===== src/rtl/mem_port_arbiter.sv =====
// rtl/mem_port_arbiter.sv - serialises icache (port 0) and dcache (port 1) block requests onto data_memory
//
// Purpose: one FSM (IDLE -> ISSUE -> WAIT -> DONE) moves one block transfer at a time.
//          The winning port gets a one-cycle busywait release in DONE, with its read block.
// Ports:
//   i_clock, i_reset            clock; synchronous active-high reset
//   i_pN_read / i_pN_write      port N block request (held until released); write wins if both
//   i_pN_address / writedata    port N block address / write block
//   o_pN_readdata               read block, valid in port N release cycle
//   o_pN_busywait               port N stall (combinational from the request)
//   o_mem_read / o_mem_write    to data_memory, high only in ISSUE/WAIT
//   o_mem_address / writedata   captured transfer address / block
//   i_mem_readdata / busywait   from data_memory
// Configuration:
//   MEM_ARB_ROUND_ROBIN_EN defined   : tie in IDLE goes to the port that was not served last
//   MEM_ARB_ROUND_ROBIN_EN undefined : fixed priority, port 1 beats port 0
module mem_port_arbiter #(
    parameter int ADDR_W = 28,
    parameter int DATA_W = 128
) (
    input  logic              i_clock,
    input  logic              i_reset,
    input  logic              i_p0_read,
    input  logic              i_p0_write,
    input  logic [ADDR_W-1:0] i_p0_address,
    input  logic [DATA_W-1:0] i_p0_writedata,
    output logic [DATA_W-1:0] o_p0_readdata,
    output logic              o_p0_busywait,
    input  logic              i_p1_read,
    input  logic              i_p1_write,
    input  logic [ADDR_W-1:0] i_p1_address,
    input  logic [DATA_W-1:0] i_p1_writedata,
    output logic [DATA_W-1:0] o_p1_readdata,
    output logic              o_p1_busywait,
    output logic              o_mem_read,
    output logic              o_mem_write,
    output logic [ADDR_W-1:0] o_mem_address,
    output logic [DATA_W-1:0] o_mem_writedata,
    input  logic [DATA_W-1:0] i_mem_readdata,
    input  logic              i_mem_busywait
);

    typedef enum logic [1:0] {
        S_IDLE  = 2'd0,
        S_ISSUE = 2'd1,
        S_WAIT  = 2'd2,
        S_DONE  = 2'd3
    } state_t;

    state_t            r_state;
    state_t            w_next_state;
    logic              r_grant;
    logic              r_op_write;
    logic [ADDR_W-1:0] r_addr;
    logic [DATA_W-1:0] r_wdata;
    logic [DATA_W-1:0] r_rdata;

    logic w_req0;
    logic w_req1;
    logic w_win;
    logic w_capture;
    logic w_finish;
    logic w_mem_active;
    logic w_release;

`ifdef MEM_ARB_ROUND_ROBIN_EN
    logic r_rr_last;
`endif

    assign w_req0 = i_p0_read | i_p0_write;
    assign w_req1 = i_p1_read | i_p1_write;

    // Winner when leaving IDLE; with a single requester it is simply that port.
    always_comb begin
        w_win = w_req1;
        if (w_req0 && w_req1) begin
`ifdef MEM_ARB_ROUND_ROBIN_EN
            w_win = ~r_rr_last;
`else
            w_win = 1'b1;
`endif
        end
    end

    always_comb begin
        w_next_state = r_state;
        w_capture    = 1'b0;
        w_finish     = 1'b0;
        case (r_state)
            S_IDLE: begin
                if (w_req0 || w_req1) begin
                    w_capture    = 1'b1;
                    w_next_state = S_ISSUE;
                end
            end
            // Memory busywait is not trusted in ISSUE: the access has only just started.
            S_ISSUE: w_next_state = S_WAIT;
            S_WAIT: begin
                if (!i_mem_busywait) begin
                    w_finish     = 1'b1;
                    w_next_state = S_DONE;
                end
            end
            S_DONE:  w_next_state = S_IDLE;
            default: w_next_state = S_IDLE;
        endcase
    end

    always_ff @(posedge i_clock) begin
        if (i_reset) begin
            r_state    <= S_IDLE;
            r_grant    <= 1'b0;
            r_op_write <= 1'b0;
            r_addr     <= '0;
            r_wdata    <= '0;
            r_rdata    <= '0;
`ifdef MEM_ARB_ROUND_ROBIN_EN
            r_rr_last  <= 1'b0;
`endif
        end else begin
            r_state <= w_next_state;
            if (w_capture) begin
                r_grant    <= w_win;
                r_op_write <= w_win ? i_p1_write : i_p0_write;
                r_addr     <= w_win ? i_p1_address : i_p0_address;
                r_wdata    <= w_win ? i_p1_writedata : i_p0_writedata;
            end
            if (w_finish) begin
                r_rdata   <= i_mem_readdata;
`ifdef MEM_ARB_ROUND_ROBIN_EN
                r_rr_last <= r_grant;
`endif
            end
        end
    end

    assign w_mem_active    = (r_state == S_ISSUE) || (r_state == S_WAIT);
    assign w_release       = (r_state == S_DONE);

    assign o_mem_read      = w_mem_active & ~r_op_write;
    assign o_mem_write     = w_mem_active & r_op_write;
    assign o_mem_address   = r_addr;
    assign o_mem_writedata = r_wdata;

    // Busywait follows the request directly so a new request stalls in its first cycle.
    assign o_p0_busywait   = w_req0 & ~(w_release & ~r_grant);
    assign o_p1_busywait   = w_req1 & ~(w_release & r_grant);

    assign o_p0_readdata   = r_grant ? {DATA_W{1'b0}} : r_rdata;
    assign o_p1_readdata   = r_grant ? r_rdata : {DATA_W{1'b0}};

endmodule


===== config.mk =====
export PLATFORM = sky130hd
export DESIGN_NAME = mem_port_arbiter
export DESIGN_NICKNAME = d
export VERILOG_FILES = /design/src/rtl/mem_port_arbiter.sv
export SDC_FILE = /design/constraint.sdc
export NUM_CORES = 1
export LEC_CHECK = 0
export CAP_MARGIN = 25
export CELL_PAD_IN_SITES_DETAIL_PLACEMENT = 1
export CELL_PAD_IN_SITES_GLOBAL_PLACEMENT = 2
export CORE_AREA = 5 5 336 338
export DETAILED_ROUTE_END_ITERATION = 16
export DIE_AREA = 0 0 341 343
export PLACE_DENSITY = 0.51
export SLEW_MARGIN = 20
export SYNTH_ARGS = -nofsm -noshare
export SYNTH_HDL_FRONTEND = slang
export SYNTH_SLANG_ARGS = --single-unit

===== constraint.sdc =====
create_clock -name i_clock -period 2.7 [get_ports i_clock]
set_clock_uncertainty 0.1 [all_clocks]
set_input_delay 0.81 -clock i_clock [delete_from_list [all_inputs] [get_ports i_clock]]
set_output_delay 0.81 -clock i_clock [all_outputs]
set_load 0.05 [all_outputs]

# After elaboration in Yosys (flattened, before gate mapping)

Cells that the tools add are included.
W data, S select, Z words.

Add/sub/neg operators: 0
$mul: 0
Divide/modulo/power cells: 0
Magnitude comparators: 0
Equal/unequal tests: 5
Shift operators: 0
Muxes and demuxes: 13
Bitwise logic cells: 12
Reduce and logical (&&, ||, !) cells: 5

Operators with widths:

| cell                 | number |
|---|---|
| $mux W128            | 3 |
| $mux W28             | 1 |
| $pmux W2 S4          | 1 |
| $and A1 B1 Y1        | 6 |
| $mux W1              | 6 |
| $eq A2 B2 Y1 const B | 2 |
| $mux W2              | 2 |
| $ne A2 B2 Y1 const B | 2 |
| $not A1 Y1           | 4 |
| $eq A2 B1 Y1 const B | 1 |
| $logic_not A2 Y1     | 1 |
| $logic_or A1 B1 Y1   | 2 |
| $or A1 B1 Y1         | 2 |
| $reduce_and A2 Y1    | 1 |
| $logic_and A1 B1 Y1  | 1 |

Bits in registers: 288
Latch bits: 0
RAM bits: 0
Memory bits (read-only): 0
Input bits: 447
Output and inout port bits: 416
Logic and storage cells: 41
Memories: 0

# Depth between registers and ports, before layout

Depth in word-level cells: 4
Mapped depth: 7
Mapped depth without buffers: 5

# Worst setup path after synthesis

No wires, ideal clock.

Path kind: input to output
Start: input port i_p1_read
End: output port o_p1_busywait
Arrival: 2.060 ns
Required time: 1.790 ns
Setup slack: -0.270 ns
Stages: 4
Path buffers: 2
Path through: nor2_1 > buf_2 > buf_2 > a21oi_1

Cells in the longest elaborated chain, start to end: 2

RTL lines:

| what            | line | RTL |
|---|---|---|
| start, declared | 29   | `input logic i_p1_read,` |
| $or A1 B1 Y1    | 71   | `assign w_req1 = i_p1_read \| i_p1_write;` |
| $and A1 B1 Y1   | 147  | `assign o_p1_busywait = w_req1 & ~(w_release & r_grant);` |
| end, declared   | 34   | `output logic o_p1_busywait,` |

Every way passes these cells.

# Worst setup path in the final report

Start: register r_grant
End: output port o_p0_readdata[51]

Cells in the longest elaborated chain, start to end: 1

RTL lines:

| what                   | line | RTL |
|---|---|---|
| start, declared        | 52   | `logic r_grant;` |
| start signal, assigned | 123  | `r_grant <= w_win;` |
| $mux W128              | 149  | `assign o_p0_readdata = r_grant ? {DATA_W{1'b0}} : r_rdata;` |
| end, declared          | 27   | `output logic [DATA_W-1:0] o_p0_readdata,` |

Every way passes these cells.

==> metrics <==
Leak 10.40 nW; CP max stage cell dfxtp_4; clk slew on worst S/H paths 60 ps; PwrDens 792.6 nW/µm²; largest cells by area after synthesis dfxtp_1 (45%), mux2i_1 (12%), o2bb2ai_1 (9.3%); dpl hpwl 65820 µm; Design Area, Final 26440 µm²; VDD IR max 0.4938 mV; status completed; endpoint type of the worst setup path output pin; Avg Cell Area, Syn 9.210 µm²; vias post-DR 13630; GRT Total Usage 12.83%; Clock Sink Count 288; DR pass1 iterations 4; P&R area growth vs syn 105.4%; final setup fails 0; Core Region 109800 µm²; Synth Register Bits 288; period utilization 99.68%; Die Width 341 µm; HP Class reg2reg; Max Cap Viol 0; vias per cell 3.640; Netlist Area Pre-Place 12880 µm²; TritonCTS Buffers 39; delay-heaviest family, CP buffers and inverters; clk_lat worst skew 540 ps; Final Power 20.96 mW; placed inst area 24810 µm²; Fin Hold WS 359.1 ps; Pins Over Slew Limit 0; crit path time final 2691 ps; routed wire length per instance 21.22 µm; CP arrival 1780 ps; Antenna Nets Post-Route 0; worst slew pin tran 593.6 ps; H-tree levels 2; Root Driver clkbuf_16; vias in the first global route 14910; largest family of logic cells by synthesized area simple AND/OR/NAND/NOR gates; Worst Setup Slack, final 8.614 ps; Synth Instances 1398; post-synthesis mux area share 12.13%; Starting Density 11.73%; Adder-Cell Fraction of Synth Area 0.3887%; CP Max Fanout 40; Routability Congestion 0.7990; startpoint types register; final net count 2730; Overflow after GRT 0; fmax 371.6 MHz; unrepaired setup endpoints after global routing true; first-pass GRT wire length 110400 µm; dpl ws -236.5 ps; Syn Nets 1849; DR iter-0 viols 433; final hold violations 0; drt total wl 79430 µm; post-synthesis simple-gate area fraction 20.45%; Max stage delay on crit path 370 ps; I/O Pins 863; clk buf depth 3; Rel. slew slack 60.58%; layout cells sized above 1 23.29%; critical path class reg2out; die area 117000 µm²; Synth Area in Compound Gates 17.30%; die height 343 µm; largest net degree at the start of global routing 60; initial antenna violation count 14; Yosys top cell area share 44.78%; port buffer count 862; Unique masters post-synth 26; Syn. warnings 0; DRC 0; WP buf/inv 3; required time of the critical path 1790 ps; Synth area leader dfxtp_1; Seq/Total Area, Yosys 44.78%; TritonCTS clock tree done; XOR/XNOR Fraction of Synth Area 0%; Row Count 122; critical path cell sequence buf_12 > bufbuf_16 > nor2b_1 > buf_6
registers in the layout (all words and copies together) (netlist names):
signal           flops
o_mem_writedata    128
o_mem_address       28
r_state              2
r_grant              1
r_op_write           1
r_rdata            128
worst reg2reg max path, delay by kind of cell, from the launching register on:
kind                       cells  cell delay (ps)
buffers and inverters          3              630
and+or+nand+nor                2              310
AOI/OAI and AO/OA              1              130
DFF                            1              310
adders and majority gates      1              310
layout by cell type (no fill, tap or decap), types with 105 or more instances in the layout:
cell type / n
a21oi_1: 130
and2_1: 124
buf_12: 175
buf_4: 211
clkdlybuf4s50_1: 466
dfxtp_1: 287
mux2i_1: 156
nand2_1: 258
nor2b_1: 105
o2bb2ai_1: 136
timing repair:
action / CTS / global route
resized for setup: 108 / 37
setup endpoints to repair: 210 / 75
cloned: 2 / 0
hold buffers: 0 / 0
setup buffers: 5 / 0
cell families (layout without fill, tap and decap cells):
family	count (synthesis)	in the layout
compound gates	298	298
flops	288	288
fa+ha+maj	4	4
buf+inv	128	1040
mux	156	156
other cells	0	7
simple gates	524	524
cell type report:
| cell class | instances | area, µm² |
|---|---|---|
| fill | 12480 | 83310 |
| timing repair buffer | 963 | 10900 |
| multi-input combinational | 982 | 6611 |
| sequential | 288 | 5769 |
| tap | 1426 | 1784 |
| clock buffer | 55 | 1106 |
| clock inverter | 17 | 230.2 |
| inverter | 5 | 18.77 |
| antenna | 7 | 17.52 |
cells in the mapped netlist (all sizes together):
library cell	count
dfxtp	288
nand2	258
mux2i	156
o2bb2ai	156
a21oi	133
nor2b	131
and2	129
clkbuf	75
buf	48
inv	5
o21ai	5
ha	4
nor2	2
or4	2
a211oi	1
a311oi	1
nand2b	1
nand3	1
o2111ai	1
o311ai	1
worst paths after layout:
check	endpoint	start	slack, ps	depth (start not counted)
max reg2reg	r_rdata[35]	r_state[0]	850	7
min	o_mem_writedata[43]	o_mem_writedata[43]	360	1
min reg2reg	o_mem_writedata[43]	o_mem_writedata[43]	360	1
max	o_p0_readdata[51]	r_grant	9	4
routing by layer:
metal | part of all wire [%] | global-route usage [%]
met5 | 0.094 | 0
met4 | 2.0 | 2.791
met3 | 7.7 | 4.258
met2 | 53 | 24.22
met1 | 38 | 13.88
power breakdown:
group          internal [mW]  leakage [nW]  total [mW]  switching, mW
logic                   3.47          7.39        9.74           6.27
registers               5.16          2.36        5.78          0.616
clock network           3.35         0.650        5.44           2.09
through the flow:
step           TNS (ps)  cells  util, %
4_1_cts           -1726   3736    23.98
6_report              0   3743    24.09
5_1_grt           -2787   3737    24.08
3_5_place_dp     -22310   3657    22.61
2_1_floorplan         0   1398        -
3_3_place_gp     -17810   3657    22.61
(Power assumes the default switching activity.)
